**src/rtl/keypad_encoder.sv**
```systemverilog
// Synchronize, debounce and encode 16 push-buttons into a queued eBCD key stream.
// Optional KEYPAD_AUTOREPEAT_EN re-issues a held key after REP_DELAY, then every REP_PERIOD.
module keypad_encoder #(
  parameter int DEB_CYCLES = 1_000_000,
  parameter int FIFO_DEPTH = 4,
  parameter int REP_DELAY  = 25_000_000,
  parameter int REP_PERIOD = 5_000_000
) (
  input  logic        clock_50m,
  input  logic        rst,
  input  logic [15:0] pb,
  input  logic        key_ack,
  output logic [4:0]  ebcd,
  output logic        ovf
);

  localparam int CW = $clog2(DEB_CYCLES);
  localparam int PW = $clog2(FIFO_DEPTH);
  localparam int OW = PW + 1;
  localparam logic [CW-1:0] CNT_MAX = CW'(DEB_CYCLES - 1);
  localparam logic [OW-1:0] FULL    = OW'(FIFO_DEPTH);

  typedef enum logic [1:0] {IDLE, HELD, LOCK} state_t;

  logic [15:0]   pb_m, pb_s, pb_last, pb_stable;
  logic [CW-1:0] cnt;
  state_t        state;
  logic [3:0]    key, idx, push_code, head_nxt;
  logic          onehot, is_key, push, rep_hit;
  logic          do_pop, do_push, drop;
  logic [3:0]    mem [FIFO_DEPTH];
  logic [PW-1:0] rd_ptr, wr_ptr, rd_nxt;
  logic [OW-1:0] count, count_nxt, count_left;

  always_ff @(posedge clock_50m or posedge rst) begin
    if (rst) begin
      pb_m      <= '0;
      pb_s      <= '0;
      pb_last   <= '0;
      pb_stable <= '0;
      cnt       <= '0;
    end else begin
      pb_m <= pb;
      pb_s <= pb_m;
      if (pb_s != pb_last) begin
        pb_last <= pb_s;
        cnt     <= '0;
      end else if (cnt != CNT_MAX) begin
        cnt <= cnt + CW'(1);
      end
      if (pb_s == pb_last && cnt == CNT_MAX)
        pb_stable <= pb_last;
    end
  end

  always_comb begin
    idx = '0;
    for (int i = 0; i < 16; i++)
      if (pb_stable[i]) idx = 4'(i);
  end

  assign onehot = (pb_stable != '0) &&
                  ((pb_stable & (pb_stable - 16'd1)) == '0);
  assign is_key = pb_stable == (16'd1 << key);

  always_ff @(posedge clock_50m or posedge rst) begin
    if (rst) begin
      state <= IDLE;
      key   <= '0;
    end else begin
      unique case (state)
        IDLE:
          if (onehot) begin
            key   <= idx;
            state <= HELD;
          end else if (pb_stable != '0) begin
            state <= LOCK;
          end
        HELD:
          if (pb_stable == '0) state <= IDLE;
          else if (!is_key) state <= LOCK;
        LOCK:
          if (pb_stable == '0) state <= IDLE;
        default: state <= IDLE;
      endcase
    end
  end

`ifdef KEYPAD_AUTOREPEAT_EN
  localparam int RMAX = (REP_DELAY > REP_PERIOD) ? REP_DELAY : REP_PERIOD;
  localparam int RW   = $clog2(RMAX + 1);

  logic [RW-1:0] rep_cnt, rep_tgt;
  logic          rep_first;

  assign rep_tgt = rep_first ? RW'(REP_DELAY - 1) : RW'(REP_PERIOD - 1);
  assign rep_hit = (state == HELD) && is_key && (rep_cnt == rep_tgt);

  always_ff @(posedge clock_50m or posedge rst) begin
    if (rst) begin
      rep_cnt   <= '0;
      rep_first <= 1'b1;
    end else if (state != HELD || !is_key) begin
      rep_cnt   <= '0;
      rep_first <= 1'b1;
    end else if (rep_hit) begin
      rep_cnt   <= '0;
      rep_first <= 1'b0;
    end else begin
      rep_cnt <= rep_cnt + RW'(1);
    end
  end
`else
  assign rep_hit = 1'b0;
  // repeat timing has no hardware in this build
  if (REP_DELAY < 1 || REP_PERIOD < 1) begin : g_rep_unused
  end
`endif

  assign push      = (state == IDLE && onehot) || rep_hit;
  assign push_code = (state == IDLE) ? idx : key;

  assign do_pop     = key_ack && (count != '0);
  assign do_push    = push && (count != FULL || do_pop);
  assign drop       = push && count == FULL && !do_pop;
  assign rd_nxt     = rd_ptr + PW'(do_pop);
  assign count_left = count - OW'(do_pop);
  assign count_nxt  = count_left + OW'(do_push);

  // head of queue one edge ahead, so ebcd is a plain register
  always_comb begin
    head_nxt = '0;
    if (count_nxt == '0) head_nxt = '0;
    else if (count_left == '0) head_nxt = push_code;
    else head_nxt = mem[rd_nxt];
  end

  always_ff @(posedge clock_50m) begin
    if (do_push) mem[wr_ptr] <= push_code;
  end

  always_ff @(posedge clock_50m or posedge rst) begin
    if (rst) begin
      rd_ptr <= '0;
      wr_ptr <= '0;
      count  <= '0;
      ebcd   <= '0;
      ovf    <= 1'b0;
    end else begin
      rd_ptr <= rd_nxt;
      wr_ptr <= wr_ptr + PW'(do_push);
      count  <= count_nxt;
      ebcd   <= {count_nxt != '0, head_nxt};
      if (drop) ovf <= 1'b1;
    end
  end

endmodule
```
**config.mk**
```make
export PLATFORM = sky130hd
export DESIGN_NAME = keypad_encoder
export DESIGN_NICKNAME = d
export VERILOG_FILES = /design/src/rtl/keypad_encoder.sv
export SDC_FILE = /design/constraint.sdc
export NUM_CORES = 1
export LEC_CHECK = 0
export CAP_MARGIN = 20
export CORE_MARGIN = 5
export CORE_UTILIZATION = 48
export DETAILED_ROUTE_END_ITERATION = 12
export GPL_ROUTABILITY_DRIVEN = 0
export GPL_TIMING_DRIVEN = 0
export PLACE_DENSITY = 0.65
export SLEW_MARGIN = 20
export SYNTH_ARGS = -nofsm -noshare
export SYNTH_HDL_FRONTEND = slang
export SYNTH_SLANG_ARGS = --single-unit
export TNS_END_PERCENT = 10
```
**constraint.sdc**
```tcl
create_clock -name clock_50m -period 3.55 [get_ports clock_50m]
set_input_delay 0.71 -clock clock_50m [delete_from_list [all_inputs] [get_ports clock_50m]]
set_output_delay 0.71 -clock clock_50m [all_outputs]
set_load 0.01 [all_outputs]
```
==> results of run 1 <==
[area by class of cell]
cell class	instances	area [um2]	area share, %
inverter	12	50.0	0.795
buffer	39	190	3.02
sequential	119	3060	48.6
clock buffer	21	449	7.13
tap	140	175	2.78
clock inverter	8	77.6	1.23
timing repair buffer	26	275	4.37
multi-input combinational	275	2020	32.1
[repair_timing]
action	4_1_cts	5_1_grt
setup buffers	0	1
endpoints found under the setup margin	2	5
resized for setup	1	2
cloned	0	0
[registers in the layout, summed over array words and instances, names as in the netlist, 3 cells and up]
register / count
pb_s: 16
pb_stable: 16
mem: 16
key: 4
count: 3
pb_last: 16
ebcd: 5
pb_m: 16
cnt: 20
[cell usage after synthesis, types with 2 or more instances]
| cell type | n |
|---|---|
| sky130_fd_sc_hd__a211oi_1 | 3 |
| sky130_fd_sc_hd__a21o_1 | 3 |
| sky130_fd_sc_hd__a21oi_1 | 11 |
| sky130_fd_sc_hd__a31oi_1 | 6 |
| sky130_fd_sc_hd__a41o_1 | 2 |
| sky130_fd_sc_hd__and2_1 | 3 |
| sky130_fd_sc_hd__and3_1 | 4 |
| sky130_fd_sc_hd__and4_1 | 6 |
| sky130_fd_sc_hd__buf_1 | 3 |
| sky130_fd_sc_hd__buf_2 | 8 |
| sky130_fd_sc_hd__buf_6 | 4 |
| sky130_fd_sc_hd__clkbuf_1 | 23 |
| sky130_fd_sc_hd__dfrtp_1 | 103 |
| sky130_fd_sc_hd__edfxtp_1 | 16 |
| sky130_fd_sc_hd__ha_1 | 7 |
| sky130_fd_sc_hd__inv_1 | 12 |
| sky130_fd_sc_hd__mux2_2 | 14 |
| sky130_fd_sc_hd__mux2i_1 | 3 |
| sky130_fd_sc_hd__mux4_2 | 4 |
| sky130_fd_sc_hd__nand2_1 | 18 |
| sky130_fd_sc_hd__nand2b_1 | 4 |
| sky130_fd_sc_hd__nand3_1 | 9 |
| sky130_fd_sc_hd__nand4_1 | 14 |
| sky130_fd_sc_hd__nand4b_1 | 2 |
| sky130_fd_sc_hd__nor2_1 | 48 |
| sky130_fd_sc_hd__nor2b_1 | 4 |
| sky130_fd_sc_hd__nor3_1 | 7 |
| sky130_fd_sc_hd__nor3b_1 | 2 |
| sky130_fd_sc_hd__nor4_1 | 6 |
| sky130_fd_sc_hd__nor4_2 | 2 |
| sky130_fd_sc_hd__nor4_4 | 2 |
| sky130_fd_sc_hd__nor4b_1 | 2 |
| sky130_fd_sc_hd__nor4bb_1 | 2 |
| sky130_fd_sc_hd__o21ai_0 | 10 |
| sky130_fd_sc_hd__o21bai_1 | 2 |
| sky130_fd_sc_hd__o31ai_1 | 6 |
| sky130_fd_sc_hd__o41ai_1 | 3 |
| sky130_fd_sc_hd__or2b_1 | 2 |
| sky130_fd_sc_hd__or4_4 | 2 |
| sky130_fd_sc_hd__xnor2_1 | 4 |
| sky130_fd_sc_hd__xor2_1 | 35 |
[placed cells by master, fill, tap and decap left out, drive strengths merged, types with 4 or more instances in the layout]
| master | instances |
|---|---|
| edfxtp | 16 |
| nand3 | 9 |
| a21oi | 12 |
| nor2 | 49 |
| inv | 12 |
| nor4 | 10 |
| buf | 18 |
| clkdlybuf4s50 | 24 |
| xor2 | 35 |
| o31ai | 6 |
| a31oi | 6 |
| nor2b | 4 |
| o21ai | 10 |
| nand4 | 15 |
| mux4 | 4 |
| and3 | 4 |
| dfrtp | 103 |
| nor3 | 7 |
| clkbuf | 44 |
| ha | 7 |
| and4 | 6 |
| clkinv | 5 |
| nand2 | 19 |
| nand2b | 4 |
| mux2 | 14 |
| xnor2 | 4 |
[report_power, final]
group	internal, uW	total (uW)	switching [uW]
sequential	1440	1480	33.1
combinational	131	283	153
clock	948	1500	548
total	2520	3260	734
[stage by stage]
| step | hold slack, ns | cells | setup TNS [ns] | instance area [um2] |
|---|---|---|---|---|
| 6_report | 0.342 | 640 | 0 | 6300 |
| 2_1_floorplan | 0.331 | 445 | 0 | 5290 |
| 4_1_cts | 0.347 | 639 | 0 | 6270 |
| 3_5_place_dp | 0.335 | 610 | -0.325 | 5740 |
| 3_3_place_gp | 0.331 | 609 | -135.19 | 5710 |
| 5_1_grt | 0.347 | 640 | 0 | 6300 |
[metal layers]
metal | GRT usage, % | vias to the layer above | share of wire (%) | wire [um]
li1 | - | 1667 | - | -
met1 | 21.7 | 1668 | 46 | 4410
met2 | 24.2 | 83 | 48 | 4610
met3 | 5.05 | 5 | 4.9 | 465
met4 | 4.85 | 0 | 0.60 | 57
met5 | 0 | - | 0 | 0
[logic make-up after synthesis]
group,after synthesis
AND/OR/NAND/NOR,150
flip-flops,119
adder cells (fa/ha/maj),8
buffers and inverters,51
multiplexers,21
AO/OA/AOI/OAI,57
XOR/XNOR,39
[path summary, 6_finish.rpt]
path	to	depth (start not counted)	start
worst max-delay path	ebcd[0]	14	pb_stable[8]
worst min-delay path	pb_s[5]	0	pb_m[5]
worst max register to register	ebcd[0]	14	pb_stable[8]
worst min register to register	pb_s[5]	0	pb_m[5]
max in group asynchronous	pb_s[12]	3	rst
min in group asynchronous	wr_ptr[0]	2	rst
==> results.py, run 1 <==
metrics = {
    "floorplan": {
        "initial_utilization_pct": 48.8,
        "dieArea_um2": 13200,
        "rows": 38,
        "placeableCoreArea_um2": 10800,
        "die_w_um": 115,
        "pin_count": 25,
        "die_y_um": 115,
    },
    "clocking": {
        "tritoncts": "built",
        "cts.sinks": 119,
        "clock_insertion_delay_worst_skew_ns": 0.50,
        "cts-buffers-inserted": 17,
        "hold_buffers": 0,
        "clk_pin_slew_ns": 0.06,
        "cts_root_buffer": "sky130_fd_sc_hd__clkbuf_8",
        "cts-root-to-sink-buffers": 2,
        "ctsHtreeMaxLevel": 4,
    },
    "setup_path": {
        "ff2ff_setup_slack_ns": 0.34,
        "arrival_ns": 3.57,
        "critPathMostFrequentCell": "sky130_fd_sc_hd__ha_1",
        "critPathLaunchType": "flip-flop",
        "crit_path_max_fanout": 10,
        "highest_delay_cell_along_the_critical_path": "sky130_fd_sc_hd__nor4_2",
        "setup.worst_path.end_class": "flip-flop",
        "path_class": "flip-flop to flip-flop",
        "critical_path.n_buffers_inverters": 3,
        "path_delay_family": "simple AND/OR/NAND/NOR gates",
        "timing.critical_path.slowest_cell_delay_ns": 0.48,
        "timing.critical_path.cells": "buf_6, nor4_2, a31oi_1, o31ai_1, nor4b_4, buf_4, nand2_2, inv_1, ha_1, ha_1, nor3_2, nor2b_1, nand2_1, o41ai_1",
        "timing.critical_path.required_ns": 3.91,
    },
    "logic_synthesis": {
        "ys_seq_elements": 119,
        "synth.largest_area_cell": "sky130_fd_sc_hd__dfrtp_1",
        "combinational_family_with_the_most_area_after_synthesis": "simple AND/OR/NAND/NOR gates",
        "syn_area_per_cell_um2": 11.9,
        "netlist_top_cells_area": "sky130_fd_sc_hd__dfrtp_1 (49%), sky130_fd_sc_hd__edfxtp_1 (9.1%), sky130_fd_sc_hd__xor2_1 (5.8%)",
        "yosys.cell_types.count": 65,
        "synthDominantCellAreaShare_pct": 48.7,
        "postSynthNetCount": 471,
        "synth_compound_area_share_pct": 7.52,
        "post_synth_mux_area_share_pct": 5.25,
        "dominantRegCellSynth": "sky130_fd_sc_hd__dfrtp_1",
        "post_synth_xor_area_fraction_pct": 6.46,
        "synth-edff-count": 16,
        "synthCells": 445,
        "synthSimpleGateAreaFrac_pct": 16.7,
        "post_synth_instance_area_um2": 5290,
        "post_synth_fa_ha_maj_area_fraction_pct": 1.84,
        "synth_async_sr_flop_share_pct": 86.6,
        "seq_area_frac_synth_pct": 57.8,
        "yosys_warnings": 0,
    },
    "place": {
        "place_worst_setup_slack_ns": -0.168,
        "io_buffer_count": 24,
        "hpwlAfterDp_mm": 6.54,
    },
    "routing": {
        "drt_pass1_iterations": 4,
        "detailedRoute.firstIterationViolations": 221,
        "via_count": 3423,
        "vias_per_cell": 5.35,
        "wl_mm": 9.54,
        "antenna_left": 0,
        "route.detailed.drc": 0,
        "wl_per_cell_um": 14.9,
    },
    "sta": {
        "timing.final.hold_violations": 0,
        "post-route-min-period_ns": 3.21,
        "finalSetupViolations": 0,
        "rsz0062_at_grt": "false",
        "finalMaxSlewViolations": 0,
        "max_clock_freq_ghz": 0.311,
        "post-route-period-util_pct": 90.5,
        "timing.clock.skew_ns": 0.0101,
        "worst_path_setup_slack_after_routing_ns": 0.339,
        "transition_at_the_pin_with_the_smallest_max_transition_slack_ns": 0.957,
        "max-slew-margin-rel_pct": 34.6,
    },
    "layout": {
        "post_route_cells_drive_above_1_share_pct": 15.4,
        "num_antenna_cells": 0,
        "finish.net_count": 516,
        "nFillCells": 879,
        "syn_to_final_growth_pct": 19.0,
        "finalCoreUtilization_pct": 58.1,
    },
    "hold_path": {
        "worstHoldPathType": "flip-flop to flip-flop",
    },
    "power": {
        "power_leakage_uw": 0.00274,
        "power_density_nw_per_um2": 517,
        "power.ir.vdd_worst_mv": 0.403,
        "fin_total_pwr_uw": 3260,
    },
    "grt": {
        "number_of_global_route_vias_before_repair": 3307,
        "grt_antenna_before_repair": 0,
        "wire_length_of_the_first_global_routing_pass_mm": 16.3,
        "pin_count_of_the_biggest_net_entering_global_routing": 85,
        "groute.usage.overall_pct": 15.8,
        "total_global_routing_overflow": 0,
    },
    "run_status": {
        "status": "complete, no violations",
    },
    "run": {
        "max_cap_viol_count": 0,
    },
}
No activity file was read; power rests on OpenSTA's default activity.
==> run 2: changes to the inputs <==
PLACE_DENSITY = 0.63   (was 0.65)
clock period = 3.8 ns   (was 3.55 ns; I/O delays follow)
==> run 2 against run 1 <==
  * Critical path depth decreased by 1
  * Total power down 5.4%
  * Register-to-register slack improved by 0.099 ns
  * Final area hardly changed
  * Core utilization barely moved
  * Largest power group unchanged
  * Via count is 0.41% lower
  * Global-route usage shrank 0.45 points
  * Combinational power fell by 5%
  * Clock skew about the same
  * Sequential power decreased by 7%
==> results.py, run 2 (same netlist as run 1, synthesis figures left out) <==
metrics = {
    "power": {
        "power_leakage_uw": 0.00274,
        "power_density_nw_per_um2": 489,
        "power.ir.vdd_worst_mv": 0.391,
    },
    "sta": {
        "post-route-period-util_pct": 88.5,
        "max-slew-margin-rel_pct": 40.0,
        "final.setup.tns_ns": 0,
        "finalSetupViolations": 0,
        "post-route-min-period_ns": 3.36,
        "finalMaxSlewViolations": 0,
        "rsz0062_at_grt": "false",
        "timing.clock.skew_ns": 0.00987,
        "max_clock_freq_ghz": 0.297,
        "worst_path_setup_slack_after_routing_ns": 0.437,
        "timing.final.hold_violations": 0,
        "transition_at_the_pin_with_the_smallest_max_transition_slack_ns": 0.877,
        "timing.hold.ws_ns": 0.342,
    },
    "setup_path": {
        "timing.critical_path.required_ns": 4.17,
        "crit_path_max_fanout": 10,
        "setup.worst_path.end_class": "flip-flop",
        "critPathLaunchType": "flip-flop",
        "path_class": "flip-flop to flip-flop",
        "arrival_ns": 3.74,
    },
    "grt": {
        "pin_count_of_the_biggest_net_entering_global_routing": 85,
        "groute.usage.overall_pct": 15.4,
        "wire_length_of_the_first_global_routing_pass_mm": 16.1,
        "number_of_global_route_vias_before_repair": 3311,
        "total_global_routing_overflow": 0,
        "grt_antenna_before_repair": 0,
    },
    "clocking": {
        "clock_insertion_delay_worst_skew_ns": 0.50,
        "cts-root-to-sink-buffers": 2,
        "cts-buffers-inserted": 17,
        "tritoncts": "built",
        "cts.sinks": 119,
        "clk_pin_slew_ns": 0.06,
        "ctsHtreeMaxLevel": 4,
        "cts_root_buffer": "sky130_fd_sc_hd__clkbuf_8",
    },
    "routing": {
        "via_count": 3409,
        "wl_mm": 9.43,
        "route.detailed.drc": 0,
        "drt_pass1_iterations": 4,
        "vias_per_cell": 5.31,
        "wl_per_cell_um": 14.7,
        "detailedRoute.firstIterationViolations": 219,
        "antenna_left": 0,
    },
    "floorplan": {
        "dieArea_um2": 13200,
        "die_y_um": 115,
        "rows": 38,
        "placeableCoreArea_um2": 10800,
        "die_w_um": 115,
        "pin_count": 25,
        "initial_utilization_pct": 48.8,
    },
    "hold_path": {
        "worstHoldPathType": "flip-flop to flip-flop",
    },
    "layout": {
        "registers.top_by_ff_count": "cnt",
        "post_route_cells_drive_above_1_share_pct": 16.1,
        "most_common_library_cell_in_the_layout_ignoring_fill_and_taps": "sky130_fd_sc_hd__dfrtp_1",
        "num_antenna_cells": 0,
        "syn_to_final_growth_pct": 19.0,
        "fin_cells": 642,
        "finish.net_count": 515,
        "layout_common_cells": "sky130_fd_sc_hd__dfrtp_1 (103), sky130_fd_sc_hd__nor2_1 (48), sky130_fd_sc_hd__xor2_1 (35)",
        "stdcell_area_um2": 6290,
        "max_ffs_per_register": 20,
    },
    "run_status": {
        "status": "complete, no violations",
    },
    "place": {
        "io_buffer_count": 24,
        "place_worst_setup_slack_ns": 0.126,
        "placement.cell_area_um2": 5740,
        "dpl.cell_count": 610,
        "hpwlAfterDp_mm": 6.56,
    },
    "run": {
        "max_cap_viol_count": 0,
    },
}
==> run 2: cell type report <==
type | instances | area [um2]
plain buffers | 39 | 190
clock buffers | 17 | 414
clock inverters | 15 | 128
fillers | 920 | 4550
inverters | 12 | 50.0
multi-input cells | 275 | 2010
flip-flops and latches | 119 | 3060
well taps | 140 | 175
repair buffers | 25 | 268
==> run 2: path summary, 6_finish.rpt <==
check	startpoint	endpoint	slack, ns	cells past startpoint
min in group asynchronous	rst	wr_ptr[1]	0.57	2
max in group asynchronous	rst	cnt[8]	2.59	3
min	pb_m[5]	pb_s[5]	0.34	0
min reg2reg	pb_m[5]	pb_s[5]	0.34	0
max	pb_stable[8]	ebcd[1]	0.44	13
max reg2reg	pb_stable[8]	ebcd[1]	0.44	13
==> run 2: metal layers <==
metal	global-route usage (%)	part of all wire (%)	vias to the layer above
met3	4.47	4.3	9
met2	23.3	47	79
met5	0	0	-
met1	21.4	48	1644
met4	5.24	0.93	0
li1	-	-	1677
==> run 2: where the power goes <==
part           switching, uW  total, uW  internal, uW
logic                    146        269           123
registers               30.9       1380          1350
clock network            567       1430           866
total                    744       3080          2340
==> run 2: critical path, cell delays in order (launching register included) <==
cell,delay [ns]
sky130_fd_sc_hd__dfrtp_1,0.37
sky130_fd_sc_hd__buf_6,0.14
sky130_fd_sc_hd__nor4_2,0.54
sky130_fd_sc_hd__a31oi_1,0.16
sky130_fd_sc_hd__o31ai_1,0.27
sky130_fd_sc_hd__nor4b_4,0.45
sky130_fd_sc_hd__nand2_2,0.18
sky130_fd_sc_hd__inv_1,0.15
sky130_fd_sc_hd__ha_1,0.16
sky130_fd_sc_hd__ha_1,0.24
sky130_fd_sc_hd__nor3_2,0.35
sky130_fd_sc_hd__nor2b_1,0.11
sky130_fd_sc_hd__nand2_1,0.08
sky130_fd_sc_hd__o41ai_1,0.06
==> run 2: repair_timing <==
action | CTS | global route
hold buffers | 0 | 0
setup buffers | 0 | 0
endpoints found under the hold margin | 0 | 0
setup endpoints to repair | 0 | 5
resized for setup | 0 | 2
==> run 2: metrics by stage <==
step	total power (uW)	utilization, %
after floorplan	1590	-
after global placement	1650	52.6
after detailed placement	1660	52.9
after CTS	3120	57.9
after global routing	3230	58.1
final	3080	58.1
